[src/rtl/param_alu_regfile.sv]
// WIDTH-bit ALU with DEPTH-entry register file, persistent flags and valid/ready issue.
// Optional build macro ALU_MUL_EN adds a multi-cycle unsigned shift-add multiplier on opcode E.
module param_alu_regfile #(
  parameter int WIDTH = 4,
  parameter int DEPTH = 8,
  localparam int AW = $clog2(DEPTH)
) (
  input  logic             clk,
  input  logic             rst_n,
  input  logic             ena,
  input  logic             op_valid,
  output logic             op_ready,
  input  logic [3:0]       opcode,
  input  logic [WIDTH-1:0] a,
  input  logic [WIDTH-1:0] b,
  input  logic [AW-1:0]    addr,
  output logic             res_valid,
  output logic [WIDTH-1:0] result,
  output logic [3:0]       flags
);

  localparam int SW = (WIDTH > 1) ? $clog2(WIDTH) : 1;

  logic [WIDTH-1:0]        regfile [DEPTH];
  logic [WIDTH-1:0]        r_val;
  logic [WIDTH-1:0]        res_n;
  logic [3:0]              flg_n;
  logic [WIDTH:0]          add_ab, adc_ab, add_ar, sub_ab, sub_ar;
  logic signed [WIDTH-1:0] a_s;
  logic [SW-1:0]           sh;
  logic                    accept;

  // Flag vectors are {ZERO, SIGN, OVF, CARRY}
  function automatic logic [3:0] add_flags(input logic [WIDTH-1:0] x, input logic [WIDTH-1:0] y,
                                           input logic [WIDTH:0] s);
    return {(s[WIDTH-1:0] == '0), s[WIDTH-1],
            (x[WIDTH-1] == y[WIDTH-1]) && (s[WIDTH-1] != x[WIDTH-1]), s[WIDTH]};
  endfunction

  // CARRY on subtraction is the inverted borrow, so 1 means x >= y unsigned
  function automatic logic [3:0] sub_flags(input logic [WIDTH-1:0] x, input logic [WIDTH-1:0] y,
                                           input logic [WIDTH:0] d);
    return {(d[WIDTH-1:0] == '0), d[WIDTH-1],
            (x[WIDTH-1] != y[WIDTH-1]) && (d[WIDTH-1] != x[WIDTH-1]), ~d[WIDTH]};
  endfunction

  function automatic logic [3:0] logic_flags(input logic [WIDTH-1:0] r);
    return {(r == '0), r[WIDTH-1], 2'b00};
  endfunction

`ifdef ALU_MUL_EN
  localparam int CW = $clog2(WIDTH + 1);
  typedef enum logic {IDLE, RUN} state_t;

  state_t             state;
  logic [2*WIDTH-1:0] acc, mcand, acc_nx;
  logic [WIDTH-1:0]   mplier;
  logic [CW-1:0]      cnt;

  assign op_ready = ena & rst_n & (state == IDLE);

  always_comb begin
    acc_nx = acc + (mplier[0] ? mcand : '0);
  end
`else
  assign op_ready = ena & rst_n;
`endif

  assign accept = op_valid & op_ready;

  // issue stage: operand decode and single-cycle result
  always_comb begin
    r_val  = regfile[addr];
    a_s    = a;
    sh     = b[SW-1:0];
    add_ab = {1'b0, a} + {1'b0, b};
    adc_ab = add_ab + {{WIDTH{1'b0}}, flags[0]};
    add_ar = {1'b0, a} + {1'b0, r_val};
    sub_ab = {1'b0, a} - {1'b0, b};
    sub_ar = {1'b0, a} - {1'b0, r_val};
    res_n  = result;
    flg_n  = flags;
    case (opcode)
      4'h0: begin res_n = add_ab[WIDTH-1:0]; flg_n = add_flags(a, b, add_ab); end
      4'h1: begin res_n = sub_ab[WIDTH-1:0]; flg_n = sub_flags(a, b, sub_ab); end
      4'h2: begin res_n = a & b;             flg_n = logic_flags(a & b); end
      4'h3: begin res_n = a | b;             flg_n = logic_flags(a | b); end
      4'h4: begin res_n = a ^ b;             flg_n = logic_flags(a ^ b); end
      4'h5: begin res_n = a << sh;           flg_n = logic_flags(a << sh); end
      4'h6: begin res_n = a >> sh;           flg_n = logic_flags(a >> sh); end
      4'h7: begin res_n = a_s >>> sh;        flg_n = logic_flags(a_s >>> sh); end
      4'h8: begin res_n = a; end
      4'h9: begin res_n = r_val;             flg_n = logic_flags(r_val); end
      4'hA: begin res_n = add_ar[WIDTH-1:0]; flg_n = add_flags(a, r_val, add_ar); end
      4'hB: begin res_n = sub_ar[WIDTH-1:0]; flg_n = sub_flags(a, r_val, sub_ar); end
      4'hC: begin res_n = adc_ab[WIDTH-1:0]; flg_n = add_flags(a, b, adc_ab); end
      4'hD: begin flg_n = sub_flags(a, b, sub_ab); end
      default: begin res_n = '0; flg_n = 4'b1000; end
    endcase
  end

  // result stage: registered outputs, register file and multiplier sequencing
  always_ff @(posedge clk or negedge rst_n) begin
    if (!rst_n) begin
      result    <= '0;
      flags     <= 4'b1000;
      res_valid <= 1'b0;
      for (int i = 0; i < DEPTH; i++) regfile[i] <= '0;
`ifdef ALU_MUL_EN
      state  <= IDLE;
      acc    <= '0;
      mcand  <= '0;
      mplier <= '0;
      cnt    <= '0;
`endif
    end else begin
      res_valid <= 1'b0;
      if (accept) begin
`ifdef ALU_MUL_EN
        if (opcode == 4'hE) begin
          acc    <= '0;
          mcand  <= {{WIDTH{1'b0}}, a};
          mplier <= b;
          cnt    <= CW'(WIDTH - 1);
          state  <= RUN;
        end else
`endif
        begin
          result    <= res_n;
          flags     <= flg_n;
          res_valid <= 1'b1;
          if (opcode == 4'h8) regfile[addr] <= a;
        end
      end
`ifdef ALU_MUL_EN
      else if (ena && state == RUN) begin
        // the last multiplier bit is folded in on the completing edge
        if (cnt == '0) begin
          result    <= acc_nx[WIDTH-1:0];
          flags     <= {(acc_nx[WIDTH-1:0] == '0), acc_nx[WIDTH-1], 1'b0,
                        |acc_nx[2*WIDTH-1:WIDTH]};
          res_valid <= 1'b1;
          state     <= IDLE;
        end else begin
          acc    <= acc_nx;
          mcand  <= mcand << 1;
          mplier <= mplier >> 1;
          cnt    <= cnt - 1'b1;
        end
      end
`endif
    end
  end

endmodule

[config.mk]
export PLATFORM = sky130hd
export DESIGN_NAME = param_alu_regfile
export DESIGN_NICKNAME = d
export VERILOG_FILES = /design/src/rtl/param_alu_regfile.sv
export SDC_FILE = /design/constraint.sdc
export NUM_CORES = 1
export LEC_CHECK = 0
export ABC_AREA = 0
export CORE_AREA = 2 2 80 82
export CTS_CLUSTER_SIZE = 12
export DETAILED_ROUTE_END_ITERATION = 12
export DIE_AREA = 0 0 82 84
export PLACE_DENSITY = 0.87
export SKIP_CTS_REPAIR_TIMING = 1
export SYNTH_ARGS = -nofsm -noshare
export SYNTH_HDL_FRONTEND = slang
export SYNTH_SLANG_ARGS = --single-unit
[constraint.sdc]
create_clock -name clk -period 4.3 [get_ports clk]
set_input_delay 0.86 -clock clk [delete_from_list [all_inputs] [get_ports clk]]
set_output_delay 0.86 -clock clk [all_outputs]
set_load 0.01 [all_outputs]
; ---- After elaboration in Yosys (flattened, before gate mapping)
; Index checks and enable logic that the tools add are counted.
[word_totals]
register_bits = 41
inputBits = 19
output_inout_bits = 10
wordCells = 85
[op_classes]
addsub = 5
magnitude_cmp = 2
eq_ne = 22
n_shift = 3
n_mux = 9
bitwise = 10
reduce_logical = 23
[op_table]
columns = op, n
row1 = case mux 4 bit (14 select lines), 1
row2 = logical NOT 4 bit, 13
row3 = case mux 4 bit (13 select lines), 1
row4 = bitwise mux 32 bit, 1
row5 = equality test 4 bit (second input constant), 6
row6 = equality test 4 x 3 -> 1 bit (second input constant), 4
row7 = binary-select mux 4 bit (select 3 bit), 1
row8 = demux 4 bit (select 3 bit), 1
row9 = 2-to-1 mux 4 bit, 3
row10 = adder 4 x 4 -> 5 bit, 2
row11 = subtractor 4 x 4 -> 5 bit, 2
row12 = equality test 4 x 2 -> 1 bit (second input constant), 2
row13 = inequality test 1 bit, 7
row14 = logical AND 1 bit, 6
row15 = AND reduction 2 bit, 3
row16 = adder 5 x 1 -> 5 bit, 1
row17 = bitwise AND 4 bit, 1
row18 = equality test 4 x 1 -> 1 bit (second input constant), 1
row19 = >= comparator 4 bit (second input constant), 1
row20 = < comparator 4 x 1 -> 1 bit (second input constant), 1
row21 = inverter 1 bit, 4
row22 = inverter 3 -> 4 bit, 1
row23 = bitwise OR 4 bit, 1
row24 = << shifter 4 x 2 -> 4 bit, 1
row25 = other kinds (7), 9

; ---- Logic depth before layout (Yosys ltp)
[depth]
word_depth = 8
mapped_depth = 15
mapped_depth_nobuf = 13

; ---- Worst setup path before layout
; OpenSTA, ideal clock, no wires.
[synth_path]
kind = input port to flip-flop
start = input port addr[2]
end = register result[1]
setup_time_ns = 0.121
t_arrival_ns = 3.390
path_slack_ns = 0.789
stages = 12
n_path_buf = 2
cell_sequence = buf_4 > buf_6 > mux2i_1 > a211oi_1 > a311o_1 > ha_1 > fa_1 > nand3_1 > o31ai_1 > a311o_1 > or3_1 > a22o_1
[synth_between]
elab_chain_len = 6
word_cells_on_any_way = 7
cone_classes = add/sub: 2 / mux: 4 / bitwise: 1
[synth_rtl]
columns = item, line
row1 = start: declaration, 16  ; input logic [AW-1:0] addr,
row2 = inverter 3 -> 4 bit (implied by the code) (*), 73  ; r_val = regfile[addr];
row3 = binary-select mux 4 bit (select 3 bit) (*), 73
row4 = 2-to-1 mux 4 bit (implied by the code) (*) (2 in series), 73
row5 = subtractor 4 x 4 -> 5 bit or adder 4 x 4 -> 5 bit (tied branches), "80, 78"
row6 = case mux 4 bit (14 select lines) (*), 83  ; case (opcode)
row7 = end signal: assignment, 129  ; result <= res_n;
row8 = end: declaration, 18  ; output logic [WIDTH-1:0] result,
; Mark *: on every way between the ends. The rest lies on a longest branch, timed or not. The select of a mux whose other input is x is not followed.
; A chain may end at the register's enable or synchronous reset.

; ---- Worst setup path after layout
; Same ends and word-level chain as after synthesis.

==> impl_metrics.csv <==
group,metric,value,unit
synth,synth_nets,447,
cts,clockBufferDepth,2,
placement,port-buffer-count,28,
cts,clkTransAtPathRegs,0.08,ns
pwr,leakagePower,1.80,nW
setup_path,crit_family,"compound AO/OA/AOI/OAI gates",
synth,synthCells,401,
cells_and_area,antenna_cells,0,
cells_and_area,multi_input_area,0.00234,sq mm
setup_path,crit_fanout,15,
setup_path,cp_slowest_stage_delay,0.51,ns
cells_and_area,fin_cells,516,
global_route,antenna_found_initial,0,
die,start_util,58.2,%
routing,first_iter_violations,420,
setup_path,crit_required,4.49,ns
synth,syn-cell-area,0.00355,sq mm
die,rows,29,
cells_and_area,drive_above_1_share,13.9,%
setup_path,cpMaxStageDelayCell,"fa_1",
synth,synth-seq-cells,41,
global_route,grt_pass1_vias,3352,
sta,slew-limit-headroom,50.0,%
synth,synth_edf_count,0,
setup_path,path_class,"in2reg",
cts,clk_latency,0.30,ns
synth,synth_largest_area_cell,"dfrtp_1",
synth,yosys.area_share.simple,20.1,%
global_route,track_usage,33.1,%
setup_path,cp_common_cell,"a311o_1",
synth,synth_top_family_by_area,"compound AO/OA/AOI/OAI gates",
setup_path,setup.worst_path.end_class,"flop",
placement,dp_slack,0.127,ns
sta,period_share,91.2,%
sta,tns,0,ns
placement,dpl.hpwl,8.15,mm
cts,cts_buffers,5,
synth,async_flop_share,100,%
pwr,irDropWorstVdd,0.000197,V
synth,synth_most_common_cell,"nand2_1",
sta,tightest_slew,0.748,ns
synth,synthMuxAreaShare,11.6,%
routing,wl,10.8,mm
synth,synth-adder-area-share,10.4,%
cts,clockRootBuffer,"clkbuf_8",
setup_path,regToRegSetupSlack,1.26,ns
pwr,p_per_area,258,mW/mm^2
setup_path,crit_buf_inv,2,
synth,yosys_warnings,0,
sta,fin_skew,0.00720,ns
sta,hold_viol,0,
placement,placed_area,0.00400,sq mm
routing,routed_via_density,6.69,
routing,drtPass1Iterations,6,
setup_path,critPathLaunchType,"input pin",
cts,cts_tree,"yes",
synth,yosysSeqAreaShare,28.9,%
status,outcome,"complete, no violations",
synth,synth_area_per_cell,8.85,sq um
die,dieArea,0.00689,sq mm
job,drv_cap,0,
global_route,grt_overflow,0,
cells_and_area,syn2layout_area_growth,15.7,%
die,die_w,82,microns
pwr,p_total,0.00106,W
synth,synth_cell_types,63,
die,io_pins,29,
die,die-height,84,microns
die,coreArea,0.00610,sq mm
sta,period_minus_slack,3.92,ns
placement,gp_congestion,1.04,
synth,synth_area_leaders,"dfrtp_1, ha_1, mux2_2, nand2_1, o21ai_0",
routing,vias,3452,
global_route,grt_pass1_wl,17.4,mm
worst_hold_path,min_path_type,"reg2reg",
cts,cts_sinks,41,
sta,setup_violations,0,
routing,wl_per_cell,21.0,microns
routing,drc_errors,0,
cts,cts_max_level,2,
synth,synth_compound_area_share,20.7,%
sta,setup_ws,0.379,ns
global_route,grt_start_max_net_pins,42,
routing,ant_nets,0,
placement,dp.cells,509,
sta,clock.fmax,0.255,GHz
setup_path,path_cells,"clkdlybuf4s50_1 -> buf_12 -> mux2i_1 -> a211oi_1 -> a311o_1 -> ha_1 -> fa_1 -> nand3_1 -> o31ai_1 -> a311o_1 -> or3_1 -> a22o_1",
synth,synth-xor-area-share,3.21,%
sta,rsz0062_at_grt,"false",
synth,synth_common_cells,"nand2_1, dfrtp_1, o21ai_0",
cells_and_area,seqCellArea,0.00103,sq mm
cells_and_area,nets,485,
cells_and_area,layout.cell_area.non_filler,0.00411,sq mm
setup_path,arrival,4.11,ns
synth,ys.flop_type,"dfrtp_1",
sta,final_max_slew_viol_count,0,
cells_and_area,fill_cells,483,
synth,synth_top_cell_area_share,28.2,%
-- report_power, final --
part | switching [W] | leakage, nW | total, W | internal (W)
Combinational | 0.000186 | 1.18 | 0.000334 | 0.000147
Sequential | 0.0000136 | 0.562 | 0.000420 | 0.000407
Clock | 0.000136 | 0.0540 | 0.000305 | 0.000169
-- logic make-up after synthesis --
kind of cell,count (synthesis)
mux,35
xor+xnor,13
compound gates,106
buf+inv,41
simple gates,138
fa+ha+maj,27
flops,41
-- placed cells by master, fill, tap and decap left out, types with 5 or more instances in the layout --
cell	n
nand2b_1	8
a21oi_1	17
a211oi_1	6
nor3_1	13
ha_1	23
mux2_2	18
xnor2_1	8
nand3_1	11
nand2_1	48
nor4_1	5
a32oi_1	6
mux2i_1	14
o21ai_0	30
inv_1	19
clkbuf_8	5
buf_4	23
clkdlybuf4s50_1	27
nor2b_1	11
nor2_1	15
xor2_1	5
dfrtp_1	40
-- sequential cells by signal, indices dropped and copies added (netlist names) --
| signal | count |
|---|---|
| result | 4 |
| flags | 4 |
| res_valid | 1 |
| regfile | 32 |
-- worst reg2reg max path, cell delays in order, from the launching register on --
cell     delay, ns
dfrtp_1       0.43
mux2i_1       0.15
o22ai_1       0.11
a311o_1       0.33
ha_1          0.23
fa_1          0.51
nand3_1       0.11
o31ai_1       0.09
a311o_1       0.38
or3_1         0.38
a22o_1        0.21
-- metrics by stage --
| stage | utilization (%) | hold slack [ns] |
|---|---|---|
| after floorplan | - | 0.444 |
| after global placement | 65.7 | 0.464 |
| after detailed placement | 65.7 | 0.475 |
| after CTS | 67.4 | 0.496 |
| after global routing | 67.4 | 0.529 |
| final | 67.4 | 0.501 |
-- final cells by class --
| type | instances | area share (%) |
|---|---|---|
| clock buffers | 5 | 1.68 |
| clock inverters | 2 | 0.853 |
| inverters | 20 | 1.83 |
| multi-input cells | 319 | 56.9 |
| flip-flops and latches | 41 | 25.0 |
| well taps | 77 | 2.35 |
| repair buffers | 52 | 11.4 |
-- path summary, 6_finish.rpt --
check / start / endpoint / cells after the start
setup reg to reg: regfile[4] / result[1] / 10
setup / recovery: addr[2] / result[1] / 12
hold / removal: regfile[7] / regfile[7] / 2
hold reg to reg: regfile[7] / regfile[7] / 2
max in group asynchronous: rst_n / regfile[28] / 2
min in group asynchronous: rst_n / regfile[0] / 2
-- metal layers --
layer  vias to the layer above  routed length (microns)  GRT usage [%]
li1                       1541                        -              -
met1                      1662                     4610           45.5
met2                       210                     4790           49.7
met3                        39                     1060           9.31
met4                         0                      366           11.1
met5                         -                        0              0
(Power assumes the default switching activity.)
